--- src/rtl/core_pkg.sv ---
// Shared definitions for the core sequencer: state encoding, trap causes, default widths.
package core_pkg;

  localparam int XLEN_DEF = 32;

  typedef enum logic [3:0] {
    ST_IDLE       = 4'd0,
    ST_FETCH      = 4'd1,
    ST_FETCH_WAIT = 4'd2,
    ST_DECODE     = 4'd3,
    ST_EXECUTE    = 4'd4,
    ST_MEM        = 4'd5,
    ST_MEM_WAIT   = 4'd6,
    ST_WRITEBACK  = 4'd7,
    ST_HALT       = 4'd8,
    ST_TRAP       = 4'd15
  } state_e;

  localparam logic [2:0] CAUSE_NONE    = 3'd0;
  localparam logic [2:0] CAUSE_ILLEGAL = 3'd1;
  localparam logic [2:0] CAUSE_FETCH   = 3'd2;
  localparam logic [2:0] CAUSE_DATA    = 3'd3;
  localparam logic [2:0] CAUSE_TIMEOUT = 3'd4;

endpackage

--- src/rtl/core_sequencer_if.sv ---
// Memory request/ready handshake between the sequencer (master) and the memory (slave).
interface core_sequencer_if;
  logic mem_req;
  logic mem_we;
  logic mem_addr_sel;
  logic mem_ready;
  logic mem_err;

  modport master (output mem_req, mem_we, mem_addr_sel, input mem_ready, mem_err);
  modport slave  (input mem_req, mem_we, mem_addr_sel, output mem_ready, mem_err);
endinterface

--- src/rtl/core_sequencer_mem_wait_timer.sv ---
// Memory wait timeout: down-counter loaded on clear, expires on the last allowed waiting cycle.
module mem_wait_timer #(
  parameter int MEM_TIMEOUT = 15
) (
  input  logic clk,
  input  logic rst,
  input  logic clear,
  input  logic run,
  output logic expired
);

  localparam int W = $clog2(MEM_TIMEOUT + 1);

  logic [W-1:0] cnt;

  always_ff @(posedge clk or negedge rst) begin
    if (!rst) begin
      cnt <= '0;
    end else if (clear) begin
      cnt <= W'(MEM_TIMEOUT);
    end else if (run && cnt != '0) begin
      cnt <= cnt - W'(1);
    end
  end

  // run is only high on cycles without ready, so a ready on the limit cycle never expires
  assign expired = run && (cnt == W'(1));

endmodule

--- src/rtl/core_sequencer.sv ---
// Multi-cycle control sequencer: fetch/decode/execute/mem/writeback strobes with
// variable-latency memory handshake, timeout, halt, single-step and trap capture.
//
// state       | meaning
// ------------+-------------------------------------------------
// IDLE        | waiting for start (or step in step mode)
// FETCH       | issue instruction fetch request
// FETCH_WAIT  | hold fetch request until mem_ready
// DECODE      | evaluate decoder flags
// EXECUTE     | latch ALU operands
// MEM         | issue data request
// MEM_WAIT    | hold data request until mem_ready
// WRITEBACK   | register write, PC update, retire
// HALT        | EBREAK seen, waiting for start
// TRAP        | fault latched, only reset exits
module core_sequencer
  import core_pkg::*;
#(
  parameter int XLEN        = XLEN_DEF,
  parameter int CNT_W       = 32,
  parameter int MEM_TIMEOUT = 15
) (
  input  logic              clk,
  input  logic              rst,
  input  logic              start,
  input  logic              step_mode,
  input  logic              step,
  input  logic [XLEN-1:0]   pc,
  input  logic              decode_error,
  input  logic              is_load,
  input  logic              is_store,
  input  logic              is_halt,
  core_sequencer_if.master  mem,
  output logic              ir_we,
  output logic              alu_en,
  output logic              reg_we,
  output logic              pc_we,
  output logic [3:0]        state,
  output logic              trap_valid,
  output logic [2:0]        trap_cause,
  output logic [XLEN-1:0]   trap_pc,
  output logic [CNT_W-1:0]  cycle_count,
  output logic [CNT_W-1:0]  instret_count
);

  state_e     state_q, state_d;
  logic [2:0] cause_d;
  logic       wait_run, wait_clear, wait_expired;

  assign wait_clear = (state_q == ST_FETCH) || (state_q == ST_MEM);
  assign wait_run   = ((state_q == ST_FETCH_WAIT) || (state_q == ST_MEM_WAIT)) && !mem.mem_ready;

  mem_wait_timer #(.MEM_TIMEOUT(MEM_TIMEOUT)) u_timer (
    .clk     (clk),
    .rst     (rst),
    .clear   (wait_clear),
    .run     (wait_run),
    .expired (wait_expired)
  );

  always_ff @(posedge clk or negedge rst) begin
    if (!rst) state_q <= ST_IDLE;
    else      state_q <= state_d;
  end

  always_comb begin
    state_d = state_q;
    cause_d = CAUSE_NONE;
    case (state_q)
      ST_IDLE:       if (step_mode ? step : start) state_d = ST_FETCH;
      ST_FETCH:      state_d = ST_FETCH_WAIT;
      ST_FETCH_WAIT: begin
        if (mem.mem_ready) begin
          if (mem.mem_err) begin
            state_d = ST_TRAP;
            cause_d = CAUSE_FETCH;
          end else begin
            state_d = ST_DECODE;
          end
        end else if (wait_expired) begin
          state_d = ST_TRAP;
          cause_d = CAUSE_TIMEOUT;
        end
      end
      ST_DECODE: begin
        if (decode_error) begin
          state_d = ST_TRAP;
          cause_d = CAUSE_ILLEGAL;
        end else if (is_halt) begin
          state_d = ST_HALT;
        end else begin
          state_d = ST_EXECUTE;
        end
      end
      ST_EXECUTE:    state_d = (is_load || is_store) ? ST_MEM : ST_WRITEBACK;
      ST_MEM:        state_d = ST_MEM_WAIT;
      ST_MEM_WAIT: begin
        if (mem.mem_ready) begin
          if (mem.mem_err) begin
            state_d = ST_TRAP;
            cause_d = CAUSE_DATA;
          end else begin
            state_d = ST_WRITEBACK;
          end
        end else if (wait_expired) begin
          state_d = ST_TRAP;
          cause_d = CAUSE_TIMEOUT;
        end
      end
      ST_WRITEBACK:  state_d = step_mode ? ST_IDLE : ST_FETCH;
      ST_HALT:       if (start) state_d = ST_FETCH;
      ST_TRAP:       state_d = ST_TRAP;
      default:       state_d = ST_IDLE;
    endcase
  end

  always_comb begin
    mem.mem_req      = 1'b0;
    mem.mem_we       = 1'b0;
    mem.mem_addr_sel = 1'b0;
    ir_we            = 1'b0;
    alu_en           = 1'b0;
    reg_we           = 1'b0;
    pc_we            = 1'b0;
    case (state_q)
      ST_FETCH:      mem.mem_req = 1'b1;
      ST_FETCH_WAIT: begin
        mem.mem_req = 1'b1;
        ir_we       = mem.mem_ready && !mem.mem_err;
      end
      ST_EXECUTE:    alu_en = 1'b1;
      ST_MEM, ST_MEM_WAIT: begin
        mem.mem_req      = 1'b1;
        mem.mem_addr_sel = 1'b1;
        mem.mem_we       = is_store;
      end
      ST_WRITEBACK: begin
        reg_we = !is_store;
        pc_we  = 1'b1;
      end
      default: ;
    endcase
  end

  assign state = state_q;

  always_ff @(posedge clk or negedge rst) begin
    if (!rst) begin
      trap_valid <= 1'b0;
      trap_cause <= CAUSE_NONE;
      trap_pc    <= '0;
    end else if (state_d == ST_TRAP && state_q != ST_TRAP) begin
      trap_valid <= 1'b1;
      trap_cause <= cause_d;
      trap_pc    <= pc;
    end
  end

  always_ff @(posedge clk or negedge rst) begin
    if (!rst) begin
      cycle_count   <= '0;
      instret_count <= '0;
    end else begin
      if (!(state_q inside {ST_IDLE, ST_HALT, ST_TRAP})) cycle_count <= cycle_count + CNT_W'(1);
      if (state_q == ST_WRITEBACK) instret_count <= instret_count + CNT_W'(1);
    end
  end

endmodule
--- src/flat_wrapper.sv ---
// flat-port wrapper written by rule: the top's interface ports become plain ports
module core_sequencer_flat import core_pkg::*;
#(
  parameter int XLEN        = XLEN_DEF,
  parameter int CNT_W       = 32,
  parameter int MEM_TIMEOUT = 15
)
  (clk, rst, start, step_mode, step, pc, decode_error, is_load, is_store, is_halt, ir_we, alu_en, reg_we, pc_we, state, trap_valid, trap_cause, trap_pc, cycle_count, instret_count, mem_mem_req, mem_mem_we, mem_mem_addr_sel, mem_mem_ready, mem_mem_err);
  core_sequencer_if mem_i ();
  input  logic clk;
  input  logic rst;
  input  logic start;
  input  logic step_mode;
  input  logic step;
  input  logic [XLEN-1:0] pc;
  input  logic decode_error;
  input  logic is_load;
  input  logic is_store;
  input  logic is_halt;
  output logic ir_we;
  output logic alu_en;
  output logic reg_we;
  output logic pc_we;
  output logic [3:0] state;
  output logic trap_valid;
  output logic [2:0] trap_cause;
  output logic [XLEN-1:0] trap_pc;
  output logic [CNT_W-1:0] cycle_count;
  output logic [CNT_W-1:0] instret_count;
  output wire logic [$bits(mem_i.mem_req)-1:0] mem_mem_req;
  output wire logic [$bits(mem_i.mem_we)-1:0] mem_mem_we;
  output wire logic [$bits(mem_i.mem_addr_sel)-1:0] mem_mem_addr_sel;
  input wire logic [$bits(mem_i.mem_ready)-1:0] mem_mem_ready;
  input wire logic [$bits(mem_i.mem_err)-1:0] mem_mem_err;
  assign mem_mem_req = mem_i.mem_req;
  assign mem_mem_we = mem_i.mem_we;
  assign mem_mem_addr_sel = mem_i.mem_addr_sel;
  assign mem_i.mem_ready = mem_mem_ready;
  assign mem_i.mem_err = mem_mem_err;
  core_sequencer #(.XLEN(XLEN), .CNT_W(CNT_W), .MEM_TIMEOUT(MEM_TIMEOUT)) u_core (.clk(clk), .rst(rst), .start(start), .step_mode(step_mode), .step(step), .pc(pc), .decode_error(decode_error), .is_load(is_load), .is_store(is_store), .is_halt(is_halt), .mem(mem_i), .ir_we(ir_we), .alu_en(alu_en), .reg_we(reg_we), .pc_we(pc_we), .state(state), .trap_valid(trap_valid), .trap_cause(trap_cause), .trap_pc(trap_pc), .cycle_count(cycle_count), .instret_count(instret_count));
endmodule
--- config.mk ---
export PLATFORM = sky130hd
export DESIGN_NAME = core_sequencer_flat
export DESIGN_NICKNAME = d
export VERILOG_FILES = /design/src/rtl/core_pkg.sv /design/src/rtl/core_sequencer_if.sv /design/src/rtl/core_sequencer_mem_wait_timer.sv /design/src/rtl/core_sequencer.sv /design/src/flat_wrapper.sv
export SDC_FILE = /design/constraint.sdc
export NUM_CORES = 1
export LEC_CHECK = 0
export ABC_AREA = 1
export CORE_MARGIN = 2
export CORE_UTILIZATION = 32
export CTS_BUF_LIST = sky130_fd_sc_hd__clkbuf_4
export DETAILED_ROUTE_END_ITERATION = 7
export PLACE_DENSITY = 0.59
export SLEW_MARGIN = 20
export SYNTH_ARGS = -nofsm -noshare
export SYNTH_HDL_FRONTEND = slang
export SYNTH_SLANG_ARGS = --single-unit
--- constraint.sdc ---
create_clock -name clk -period 4.5 [get_ports clk]
set_input_delay 0.675 -clock clk [delete_from_list [all_inputs] [get_ports clk]]
set_output_delay 0.675 -clock clk [all_outputs]
set_load 0.005 [all_outputs]
==> results_dict.tcl <==
set metrics [dict create \
    synth.avg_cell_area_um2 7.31 \
    p_sw_w 0.000379 \
    cts.sinks 108 \
    synthesis.area_um2 5830 \
    synth_edf_count 0 \
    yosysTopAreaCellShare_pct 46.4 \
    chipWidth_um 139 \
    maxCapViolations 0 \
    clockBufferDepth 2 \
    dieArea_um2 19300 \
    power_density_nw_per_um2 202 \
    r2r_setup_slack_ns 2.12 \
    synth_top_area_cell "dfrtp_1" \
    hold_viol 0 \
    rsz0062_at_grt "false" \
    h-tree-depth 3 \
    synth_area_leaders "dfrtp_1 46%, nand2_1 22%, nor2_1 7.5%" \
    dr.pass1.iters 5 \
    yosys-top-cells-count "337 x nand2_1, 116 x nor2_1, 108 x dfrtp_1, 48 x inv_1, 46 x nand4_1" \
    via_count 5566 \
    outcome "complete, no violations" \
    viasPerCell 4.71 \
    die_y_um 139 \
    ys_seq_elements 108 \
    fin_nets 994 \
    finClkSkew_ns 0.0184 \
    wl_um 16400 \
    io_buffers 153 \
    dp_hpwl_um 12300 \
    worst-path-max-fanout 14 \
    antenna_found_initial 1 \
    grt_pass1_wl_um 27000 \
    rows 49 \
    synthesis.nets 844 \
    slew_headroom_pct 53.1 \
    grt.total_usage_pct 17.2 \
    synth_most_common_cell "nand2_1" \
    endpoint "reg_we" \
    grt_overflow 0 \
    drive_gt1_share_pct 3.57 \
    postCtsSetupBuffers 0 \
    regToRegEndpoint "u_core.trap_pc[14]" \
    placed_area_um2 7590 \
    start_kind "flip-flop" \
    cts_resized 0 \
    core-area_um2 17900 \
    ys_warn_count 0 \
    first_global_vias 5231 \
    leakagePower_nw 3.38 \
    slew_viol_final 0 \
    seq_area_frac_synth_pct 46.4 \
    cp-end-kind "primary output" \
    synthCells 797 \
    cts.clk_slew.worst_paths_ns 0.17 \
    place.gp.congestion 0.827 \
    worstSetupPathType "flip-flop to primary output" \
    ctsHoldBuffers 0 \
    fin_setup_tns_ns 0 \
    fmax_mhz 330 \
    ys_types 27 \
    worst_pin_slew_ns 0.703 \
    ant_nets 0 \
    worstPathArrival_ns 2.36 \
    synth_top_flop_cell "dfrtp_1" \
    p_int_w 0.00119 \
    finalCriticalPeriod_ns 3.03 \
    cp-startpoint "u_core.state[2]" \
    cts_tree "done" \
    routedWlPerCell_um 13.9 \
    fin_crit_sh_pct 67.4 \
    cts_root_buf "clkbuf_4" \
    clockPowerShare_pct 34.0 \
    setup_viol 0 \
    ir_drop_uv 103 \
    grt_max_degree 55 \
    min_path_type "input port to async pin" \
    numCtsBuffers 9 \
    power_frac_seq_pct 62.1 \
    crit_required_ns 3.83 \
    switching_share_pct 24.2 \
    ioPinCount 154 \
    clk_latency_ns 0.47 \
    combPwrFrac_pct 3.9 \
    rr_worst_depth 9 \
    rr_startpoint "u_core.state[1]" \
    async_reset_ff_share_pct 100 \
    syn2layout_area_growth_pct 32.7 \
    initialDrtViolationCount 288 \
    postLayoutCellArea_um2 7740 \
    drc 0 \
    start_util_pct 32.6 \
]
-- power by group through the flow --
stage          clock network [W]   logic (W)  registers, W
2_1_floorplan                  0  0.00000194      0.000989
3_3_place_gp                   0   0.0000631      0.000989
3_5_place_dp                   0   0.0000635      0.000989
4_1_cts                 0.000564   0.0000636      0.000971
5_1_grt                 0.000598   0.0000689      0.000972
6_report                0.000532   0.0000613      0.000971
-- final cells by class --
| type | count | area (um^2) |
|---|---|---|
| flip-flops and latches | 108 | 2700 |
| diodes | 1 | 2.50 |
| repair buffers | 159 | 1570 |
| clock inverters | 6 | 71.3 |
| fillers | 1863 | 10200 |
| clock buffers | 10 | 75.1 |
| multi-input cells | 617 | 2830 |
| well taps | 229 | 287 |
| inverters | 52 | 195 |
-- state kept, by name, summed over array words and instances (netlist names) --
signal                cells
u_core.u_timer.cnt        4
u_core.trap_valid         1
u_core.trap_cause         3
u_core.instret_count     32
u_core.state              4
u_core.cycle_count       32
u_core.trap_pc           32
-- metal layers --
metal / wire length, um / up-vias / GRT usage [%] / part of all wire (%)
li1: - / 2843 / - / -
met1: 8130 / 2554 / 24.4 / 50
met2: 7120 / 153 / 25.9 / 43
met3: 947 / 16 / 4.14 / 5.8
met4: 216 / 0 / 5.37 / 1.3
met5: 0 / - / 0 / 0
-- cells by family after synthesis --
group | Yosys count | share of synthesized area (%)
compound gates | 14 | 1.29
xor+xnor | 36 | 5.41
fa+ha+maj | 4 | 0.859
buf+inv | 72 | 5.11
flops | 108 | 46.4
simple gates | 563 | 41.0
-- metrics by stage --
stage	hold slack, ns	utilization (%)	power (W)	setup WS (ns)	std cells
after global routing	0.227	43.2	0.00164	1.26	1182
after detailed placement	0.454	42.4	0.00105	1.69	1165
after floorplan	0.379	-	0.000991	2.66	797
after CTS	0.197	43.2	0.00160	1.39	1181
final	0.220	43.2	0.00156	1.47	1182
after global placement	0.455	42.4	0.00105	1.74	1165
-- cells in the final DEF, fill, tap and decap left out, types with 2 or more instances in the layout --
cell / Yosys / layout
nand2_1: 337 / 337
clkdlybuf4s50_1: 0 / 152
nor2_1: 116 / 116
dfrtp_1: 108 / 108
inv_1: 48 / 48
nand4_1: 46 / 46
nand3_1: 32 / 32
xor2_1: 18 / 18
xnor2_1: 18 / 18
nand3b_1: 15 / 15
o21ai_0: 10 / 10
clkbuf_4: 0 / 10
nor3_1: 7 / 7
buf_4: 4 / 7
inv_2: 4 / 4
ha_1: 4 / 4
nand3_2: 3 / 3
nor2_2: 2 / 2
inv_6: 0 / 2
clkinvlp_4: 0 / 2
-- worst max-delay path: stages (launching register included) --
cell and delay, ns:
dfrtp_1 0.56, inv_2 0.08, nor2_1 0.17, nand2_1 0.37
nor2_1 0.19, clkdlybuf4s50_1 0.51
-- worst min-delay path by stage --
stage / start / endpoint
2_1_floorplan: rst / u_core.cycle_count[0]
3_3_place_gp: u_core.trap_pc[18] / u_core.trap_pc[18]
3_5_place_dp: u_core.trap_valid / u_core.trap_valid
4_1_cts: rst / u_core.cycle_count[24]
5_1_grt: rst / u_core.cycle_count[24]
6_report: rst / u_core.cycle_count[18]
(Power assumes the default switching activity.)
